File: config.mk
export PLATFORM = sky130hd
export DESIGN_NAME = cell_block_plotter
export DESIGN_NICKNAME = d
export VERILOG_FILES = /design/src/rtl/life_pkg.sv /design/src/rtl/plot_fifo.sv /design/src/rtl/cell_block_plotter.sv
export SDC_FILE = /design/constraint.sdc
export NUM_CORES = 1
export LEC_CHECK = 0
export CORE_AREA = 3 3 187 189
export CTS_CLUSTER_DIAMETER = 80
export DETAILED_ROUTE_END_ITERATION = 10
export DIE_AREA = 0 0 190 192
export GPL_TIMING_DRIVEN = 0
export SLEW_MARGIN = 0
export SYNTH_ARGS = -nofsm -noshare
export SYNTH_HDL_FRONTEND = slang
export SYNTH_HIERARCHICAL = 1
export SYNTH_SLANG_ARGS = --single-unit
File: constraint.sdc
create_clock -name clock -period 9.71 [get_ports clock]
set_input_delay 2.913 -clock clock [delete_from_list [all_inputs] [get_ports clock]]
set_output_delay 2.913 -clock clock [all_outputs]
set_load 0.01 [all_outputs]
File: src/rtl/life_pkg.sv
// Shared Life display types: screen geometry, colours, plotter states.
// Imported by the plotter top and its event FIFO.
package life_pkg;

  localparam int SCREEN_W = 160;
  localparam int SCREEN_H = 120;
  localparam int COLOUR_W = 3;

  localparam logic [COLOUR_W-1:0] COLOUR_ALIVE = 3'b111;
  localparam logic [COLOUR_W-1:0] COLOUR_DEAD  = 3'b000;

  typedef enum logic [1:0] {
    ST_IDLE,
    ST_CLEAR,
    ST_FETCH,
    ST_DRAW
  } plot_state_e;

  typedef struct packed {
    logic [7:0]          col;
    logic [7:0]          row;
    logic [COLOUR_W-1:0] colour;
  } cell_evt_t;

endpackage

File: src/rtl/plot_fifo.sv
// Synchronous FIFO of cell events {col,row,colour}.
// Ports: push/push_data in, pop in, head out, full/empty/count out.
module plot_fifo
  import life_pkg::*;
#(
  parameter int DEPTH = 8,
  localparam int AW = $clog2(DEPTH)
) (
  input  logic      clock,
  input  logic      reset_n,
  input  logic      push,
  input  cell_evt_t push_data,
  input  logic      pop,
  output cell_evt_t head,
  output logic      full,
  output logic      empty,
  output logic [AW:0] count
);

  localparam int CW = AW + 1;

  cell_evt_t         mem_q [DEPTH];
  logic [AW-1:0]     wr_ptr_q, wr_ptr_d;
  logic [AW-1:0]     rd_ptr_q, rd_ptr_d;
  logic [CW-1:0]     count_q, count_d;

  always_comb begin
    wr_ptr_d = wr_ptr_q;
    rd_ptr_d = rd_ptr_q;
    if (push) wr_ptr_d = wr_ptr_q + AW'(1);
    if (pop)  rd_ptr_d = rd_ptr_q + AW'(1);
    count_d = count_q + CW'(push) - CW'(pop);
  end

  always_ff @(posedge clock) begin
    if (!reset_n) begin
      wr_ptr_q <= '0;
      rd_ptr_q <= '0;
      count_q  <= '0;
    end else begin
      wr_ptr_q <= wr_ptr_d;
      rd_ptr_q <= rd_ptr_d;
      count_q  <= count_d;
    end
  end

  always_ff @(posedge clock) begin
    if (push && !full) mem_q[wr_ptr_q] <= push_data;
  end

  assign head  = mem_q[rd_ptr_q];
  assign full  = (count_q == CW'(DEPTH));
  assign empty = (count_q == '0);
  assign count = count_q;

endmodule

File: src/rtl/cell_block_plotter.sv
// Draws cell-change events as CELL_W x CELL_W blocks, or clears the screen.
// Ports: in_* event handshake, clear_req, busy, out_x/out_y/out_colour/plot.
module cell_block_plotter
  import life_pkg::*;
#(
  parameter int CELL_W     = 4,
  parameter int GRID_COLS  = 40,
  parameter int GRID_ROWS  = 30,
  parameter int FIFO_DEPTH = 8
) (
  input  logic       clock,
  input  logic       reset_n,
  input  logic       in_valid,
  output logic       in_ready,
  input  logic [7:0] in_col,
  input  logic [7:0] in_row,
  input  logic [2:0] in_colour,
  input  logic       clear_req,
  output logic       busy,
  output logic [7:0] out_x,
  output logic [6:0] out_y,
  output logic [2:0] out_colour,
  output logic       plot
);

  localparam int SH = $clog2(CELL_W);
  localparam int CW = $clog2(FIFO_DEPTH) + 1;
  localparam logic [2:0] D_LAST = 3'(CELL_W - 1);
  localparam logic [7:0] X_LAST = 8'(SCREEN_W - 1);
  localparam logic [6:0] Y_LAST = 7'(SCREEN_H - 1);
  localparam logic [7:0] COLS_L = 8'(GRID_COLS);
  localparam logic [7:0] ROWS_L = 8'(GRID_ROWS);

  plot_state_e state_q, state_d;
  logic [8:0]  base_x_q, base_x_d;
  logic [8:0]  base_y_q, base_y_d;
  logic [2:0]  colour_q, colour_d;
  logic [2:0]  dx_q, dx_d, dy_q, dy_d;
  logic [7:0]  cx_q, cx_d;
  logic [6:0]  cy_q, cy_d;
  logic        pend_q, pend_d;
  logic        plot_q, plot_d;
  logic [7:0]  x_q, x_d;
  logic [6:0]  y_q, y_d;
  logic [2:0]  oc_q, oc_d;
  logic        busy_q, busy_d;

  logic          push, pop, fifo_full, fifo_empty;
  logic [CW-1:0] fifo_count, cnt_nx;
  cell_evt_t     push_data, head;
  logic [8:0]    bx, by;
  logic [2:0]    nx, ny;
  logic [7:0]    ncx;
  logic [6:0]    ncy;

  assign push_data = '{col: in_col, row: in_row, colour: in_colour};
  assign in_ready  = !fifo_full;
  assign push      = in_valid && in_ready;

  plot_fifo #(.DEPTH(FIFO_DEPTH)) u_fifo (
    .clock     (clock),
    .reset_n   (reset_n),
    .push      (push),
    .push_data (push_data),
    .pop       (pop),
    .head      (head),
    .full      (fifo_full),
    .empty     (fifo_empty),
    .count     (fifo_count)
  );

  always_comb begin
    state_d  = state_q;
    base_x_d = base_x_q;
    base_y_d = base_y_q;
    colour_d = colour_q;
    dx_d     = dx_q;
    dy_d     = dy_q;
    cx_d     = cx_q;
    cy_d     = cy_q;
    pend_d   = pend_q | clear_req;
    plot_d   = 1'b0;
    x_d      = x_q;
    y_d      = y_q;
    oc_d     = oc_q;
    pop      = 1'b0;
    bx       = {1'b0, head.col} << SH;
    by       = {1'b0, head.row} << SH;
    nx       = (dx_q == D_LAST) ? 3'd0 : dx_q + 3'd1;
    ny       = (dx_q == D_LAST) ? dy_q + 3'd1 : dy_q;
    ncx      = (cx_q == X_LAST) ? 8'd0 : cx_q + 8'd1;
    ncy      = (cx_q == X_LAST) ? cy_q + 7'd1 : cy_q;

    unique case (state_q)
      ST_IDLE: begin
        if (pend_q) begin
          // Pixel (0,0) goes out on the entry edge.
          state_d = ST_CLEAR;
          pend_d  = clear_req;
          cx_d    = '0;
          cy_d    = '0;
          plot_d  = 1'b1;
          x_d     = '0;
          y_d     = '0;
          oc_d    = COLOUR_DEAD;
        end else if (!fifo_empty) begin
          state_d = ST_FETCH;
        end
      end
      ST_FETCH: begin
        pop      = 1'b1;
        base_x_d = bx;
        base_y_d = by;
        colour_d = head.colour;
        dx_d     = '0;
        dy_d     = '0;
        if (head.col >= COLS_L || head.row >= ROWS_L) begin
          state_d = ST_IDLE;
        end else begin
          // First block pixel leaves with the pop.
          plot_d  = 1'b1;
          x_d     = bx[7:0];
          y_d     = by[6:0];
          oc_d    = head.colour;
          state_d = (CELL_W == 1) ? ST_IDLE : ST_DRAW;
        end
      end
      ST_DRAW: begin
        dx_d   = nx;
        dy_d   = ny;
        plot_d = 1'b1;
        x_d    = 8'(base_x_q + {6'd0, nx});
        y_d    = 7'(base_y_q + {6'd0, ny});
        oc_d   = colour_q;
        if (nx == D_LAST && ny == D_LAST) state_d = ST_IDLE;
      end
      ST_CLEAR: begin
        cx_d   = ncx;
        cy_d   = ncy;
        plot_d = 1'b1;
        x_d    = ncx;
        y_d    = ncy;
        oc_d   = COLOUR_DEAD;
        if (ncx == X_LAST && ncy == Y_LAST) state_d = ST_IDLE;
      end
      default: state_d = ST_IDLE;
    endcase

    cnt_nx = fifo_count + CW'(push) - CW'(pop);
    busy_d = (state_d != ST_IDLE) || (cnt_nx != '0);
  end

  always_ff @(posedge clock) begin
    if (!reset_n) begin
      state_q  <= ST_IDLE;
      base_x_q <= '0;
      base_y_q <= '0;
      colour_q <= '0;
      dx_q     <= '0;
      dy_q     <= '0;
      cx_q     <= '0;
      cy_q     <= '0;
      pend_q   <= 1'b0;
      plot_q   <= 1'b0;
      x_q      <= '0;
      y_q      <= '0;
      oc_q     <= '0;
      busy_q   <= 1'b0;
    end else begin
      state_q  <= state_d;
      base_x_q <= base_x_d;
      base_y_q <= base_y_d;
      colour_q <= colour_d;
      dx_q     <= dx_d;
      dy_q     <= dy_d;
      cx_q     <= cx_d;
      cy_q     <= cy_d;
      pend_q   <= pend_d;
      plot_q   <= plot_d;
      x_q      <= x_d;
      y_q      <= y_d;
      oc_q     <= oc_d;
      busy_q   <= busy_d;
    end
  end

  assign plot       = plot_q;
  assign out_x      = x_q;
  assign out_y      = y_q;
  assign out_colour = oc_q;
  assign busy       = busy_q;

endmodule

Yosys cells after proc, flatten, opt, wreduce, memory -nomap -nowiden
Memories as Yosys holds them, arrays and structs flattened. A register that Yosys moved wholly into a read port is not among the register bits.
Cells that the tools add are included.
W data, S select, Z words.
{ "op_classes": {"reduce_logical": 16, "add_sub_neg": 10, "eq_ne": 12, "n_mux": 33, "bitwise_logic": 1, "n_lt_le_gt_ge": 2} }
{ "op_table": {"columns": ["op", "n"], "rows": [
  ["$pmux W8 S4", 1],
  ["$pmux W7 S4", 1],
  ["$mux W8", 3],
  ["$mux W7", 3],
  ["$mux W3", 6],
  ["$eq A8 B8 Y1 const B", 2],
  ["$pmux W8 S2", 1],
  ["$pmux W7 S2", 1],
  ["$add A3 B1 Y3 const B", 4],
  ["$pmux W3 S2", 2],
  ["$pmux W3 S4", 1],
  ["$mux W2", 5],
  ["$eq A3 B2 Y1 const B", 3],
  ["$add A8 B1 Y8 const B", 1],
  ["$add A8 B3 Y8", 1],
  ["$ge A8 B5 Y1 const B", 1],
  ["$ge A8 B6 Y1 const B", 1],
  ["$pmux W2 S4", 1],
  ["$add A7 B1 Y7 const B", 1],
  ["$add A7 B3 Y7", 1],
  ["$eq A7 B7 Y1 const B", 1],
  ["$mux W1", 7],
  ["$reduce_bool A2 Y1", 3],
  ["$add A4 B1 Y4", 1],
  ["other kinds (15)", 22]
]} }
{ "totals": {"elab_cells": 92, "ramBits": 152, "output_inout_bits": 21, "register_bits": 68, "n_memories": 1, "input_bits": 23} }
{ "memory_table": {"columns": ["memory", "words", "width", "rd", "rd_ports_with_merged_regs", "wr", "line_no", "rtl"], "rows": [
  ["u_fifo.mem_q", 8, 19, 1, 1, 1, "plot_fifo.sv:22", "cell_evt_t mem_q [DEPTH];"]
]} }

Depth between registers and ports, before layout
{ "depth": {"word_depth": 8, "depth_mapped": 12, "mapped_depth_nobuf": 11} }

Hierarchy
Netlist, hierarchy kept.
{ "modules_own_cells": {"columns": ["mod", "seq_area_each_um2", "n_inst", "cells_each", "area_each_um2"], "rows": [
  ["plot_fifo", 4824.6, 1, 287, 6481.2],
  ["cell_block_plotter", 1161.1, 1, 437, 3492.1]
]} }

Least setup slack after synthesis
Ideal clock, no wire load.
{ "synth_timing": {"path_type": "input -> register", "start": "in in_valid", "end": "mem u_fifo/mem_q[2][0] (netlist name), enable pin", "cell_stages": 3, "setup_time_ns": 0.451, "path_slack_ns": 3.751, "arrival_ns": 5.508, "required_ns": 9.259, "path_buffers": 0, "path_cell_list": "nor2b_1 -> nand2b_1 -> nor4b_1"} }
{ "synth_between": {"elab_chain_len": 4} }
{ "synth_rtl": {"columns": ["item", "line_no", "rtl"], "rows": [
  ["start: declaration", "cell_block_plotter.sv:13", "input logic in_valid,"],
  ["$logic_and A1 B1 Y1", "cell_block_plotter.sv:58", "assign push = in_valid && in_ready;"],
  ["$logic_and A1 B1 Y1", "plot_fifo.sv:48", "if (push && !full) mem_q[wr_ptr_q] <= push_data;"],
  ["$mux W1", "plot_fifo.sv:48", null],
  ["$mux W1 (implied by the code)", "plot_fifo.sv:48", null],
  ["end: declaration", "plot_fifo.sv:22", null]
]} }
No other way between the ends.

Worst setup path after layout
{ "layout_timing": {"start": "reg u_fifo.count_q[2] (netlist: u_fifo/count[2])", "end": "out in_ready"} }
{ "layout_between": {"elab_chain_len": 2} }
{ "layout_rtl": {"columns": ["item", "line_no", "rtl"], "rows": [
  ["start: declaration", "plot_fifo.sv:25", "logic [CW-1:0] count_q, count_d;"],
  ["start signal: assignment", "plot_fifo.sv:43", "count_q <= count_d;"],
  ["$eq A4 B4 Y1", "plot_fifo.sv:52", "assign full = (count_q == CW'(DEPTH));"],
  ["via fifo_full", "cell_block_plotter.sv:48", "logic push, pop, fifo_full, fifo_empty;"],
  ["$logic_not A1 Y1", "cell_block_plotter.sv:57", "assign in_ready = !fifo_full;"],
  ["end: declaration", "cell_block_plotter.sv:14", "output logic in_ready,"]
]} }
The timed path passes the listed nets, and every way through them passes these cells.

==> results.toml <==
[detailed_routing]
drc = 0
wl_per_cell_um = 18.22
vias_per_cell = 4.835
drt_iter0_drc = 558
wirelength_um = 23190
vias = 6155
ant_nets = 0
dr.pass1.iters = 5

[cells_and_area]
finalNonFillerCells = 1273
fin_nets = 856
drive_gt1_share_pct = 16.73
multiInputGateArea_um2 = 3702
ff_latch_area_um2 = 5986
area_growth_pct = 19.32
nFillCells = 3231
diodes = 0

[worst_setup_path]
r2r_end = "out_y[4]"
critical-path-slowest-cell = "nor3b_1"
worst_ep_required_time_ns = 6.80
critPathKind = "reg -> out"
cp_slowest_stage_delay_ns = 0.94
rr_worst_depth = 9
crit_family = "simple AND/OR/NAND/NOR gates"
path_cells = "inv_1, ha_1, nor3b_1, inv_1, clkdlybuf4s50_1"
cp_common_cell = "inv_1"
end_kind = "primary output"
startpoint_type = "register"
crit_fanout = 8
r2r_slack_ns = 5.86
cp_num_buf_inv = 3
critPathArrivalTime_ns = 2.69

[cts]
postCtsSetupRepairBufs = 0
clk_pin_slew_ns = 0.06
clock_latency_ns = 0.52
cts_sinks = 223
clock-root-buffer = "clkbuf_16"
cts-buffers-inserted = 22
cts_max_level = 1
ctsResizeCount = 0
clock_path_buffers = 3
cts_tree = "yes"
hold_buffers = 0

[logic_synthesis]
synth_area_leaders = "edfxtp_1, dfxtp_1, mux4_2, ha_1, mux2_4"
synth_ff_type = "edfxtp_1"
netlist_area_um2 = 9973
syn_avg_cell_area_um2 = 13.78
ys_ff_latch = 223
synthCells = 724
yosysTopAreaCell = "edfxtp_1"
synthArstFlopShare_pct = 0
synth_warnings = 6
synth_seq_area_share_pct = 60.02
syn_nets = 771
yosysTopAreaCellShare_pct = 45.77
yosys.cell_types.count = 65
synth-edff-count = 152

[min_path]
hold_class = "reg -> reg"
min_path_cells = 2
hp-start = "out_y[4]"
hold_end = "out_y[4]"

[global_routing]
grt_use_total_pct = 12.46
grt_max_degree = 16
grt_pass1_wl_um = 35340
gr-total-overflow = 0
antenna_found_initial = 0
grt_pass1_vias = 6027

[placed_design]
io_buffer_count = 43
dp_slack_ns = 4.216
globalplace.congestion = 0.8618
dp_hpwl_um = 16340
dp.cells = 1233

[floorplan]
die_height_um = 192
die-area_um2 = 36480
row_count = 67
start_util_pct = 29.82
ios = 44
core_area_um2 = 33450
die_w_um = 190

[power]
power_density_nw_per_um2 = 213.6
max-vdd-ir-drop_mv = 0.1369
leakagePower_nw = 3.946

[sta]
finalSetupTns_ns = 0
setup_ws_ns = 4.112
fin_skew_ns = 0.01183
relSlewSlack_pct = 20.84
rsz0062_at_grt = "no"
max_freq_mhz = 178.6
drv_slew = 0
finalCritPeriodShare_pct = 57.66
setup-violations-final = 0
tightest_slew_ns = 1.185
hold_viol = 0
min_period_ns = 5.598

[run]
maxCapViolations = 0

[outcome]
outcome = "finished, final reports clean"
final cells by class:
cell class | count | share of cell area, %
plain buffers | 40 | 2.040
clock buffers | 30 | 4.879
clock inverters | 10 | 1.157
inverters | 22 | 0.6939
multi-input cells | 439 | 31.11
flip-flops and latches | 223 | 50.30
well taps | 448 | 4.710
repair buffers | 61 | 5.110
stage by stage:
| stage | area, um2 | util (%) | total power, mW | hold slack (ns) |
|---|---|---|---|---|
| floorplan | 9973 | - | 1.509 | 0.4360 |
| global placement | 10960 | 32.78 | 1.696 | 0.4422 |
| detailed placement | 11180 | 33.43 | 1.719 | 0.4475 |
| CTS | 11900 | 35.58 | 2.563 | 0.4562 |
| global route | 11900 | 35.58 | 2.660 | 0.4727 |
| finish | 11900 | 35.58 | 2.542 | 0.4542 |
cell families after synthesis:
group	share of synthesized area (%)
buffers and inverters	3.262
muxes	13.27
DFF	60.02
adders and majority gates	3.161
xor gates and xnor gates	2.195
AOI/OAI and AO/OA	7.427
and+or+nand+nor	10.66
worst max path at each step:
stage                               start                  to  slack, ns  depth (start not counted)
after global routing      u_fifo/count[2]            in_ready       3.86                          5
after detailed placement         in_valid                busy       4.22                          7
after CTS                 u_fifo/count[2]            in_ready       4.04                          5
after floorplan                  in_valid  u_fifo/mem_q[2][0]       3.75                          3
final                     u_fifo/count[2]            in_ready       4.11                          5
after global placement           in_valid  u_fifo/mem_q[3][6]       1.02                          4
cell usage after synthesis (5+ instances only):
cell        n
mux4_2     29
o211ai_1    6
nor2_1     34
a22oi_1     7
inv_1      19
o21ai_0    28
nor3_1     10
nand2_1    64
nor2b_1    10
mux4_1      9
or3_1       6
and2_1     10
xnor2_1    16
a21o_1      7
ha_1       22
clkbuf_1   19
mux2i_1    13
dfxtp_1    71
mux2_4     18
edfxtp_1  152
nand3_1    16
a21oi_1    52
xor2_1      9
buf_2      12
nand2b_1    8
nand3b_1    5
buf_6       6
nor4_1      6
metal layers:
layer	global-route usage, %	vias up	wire length [um]
met4	2.644	0	484
met5	0	-	0
met2	20.95	191	11040
met3	1.953	38	1331
met1	17.09	3027	10340
li1	-	2899	-
placed cells by master, fill, tap and decap left out, types with 18 or more instances in the layout:
| master | instances |
|---|---|
| edfxtp_1 | 152 |
| dfxtp_1 | 71 |
| nand2_1 | 64 |
| a21oi_1 | 52 |
| clkdlybuf4s50_1 | 43 |
| nor2_1 | 32 |
| mux4_2 | 29 |
| o21ai_0 | 28 |
| clkbuf_1 | 27 |
| ha_1 | 22 |
| clkbuf_16 | 22 |
| inv_1 | 19 |
| mux2_4 | 18 |
flip-flops by register name, summed over array words and instances (netlist names), 4 cells and up, named ones only:
register	cells
u_fifo/mem_q	152
cx_q	8
out_x	8
cy_q	7
out_y	7
base_x_q	6
base_y_q	5
u_fifo/count	4
power breakdown:
group / total (mW) / internal [mW] / switching [mW]
Clock: 0.846 / 0.480 / 0.365
Combinational: 0.564 / 0.237 / 0.326
Sequential: 1.13 / 1.09 / 0.0436
tightest hold or removal path, cell delays in order, from the launching register on:
cell and delay, ns:
dfxtp_1 0.31, nand2_1 0.05, a21oi_1 0.05
Power figures use the tool's default switching activity.
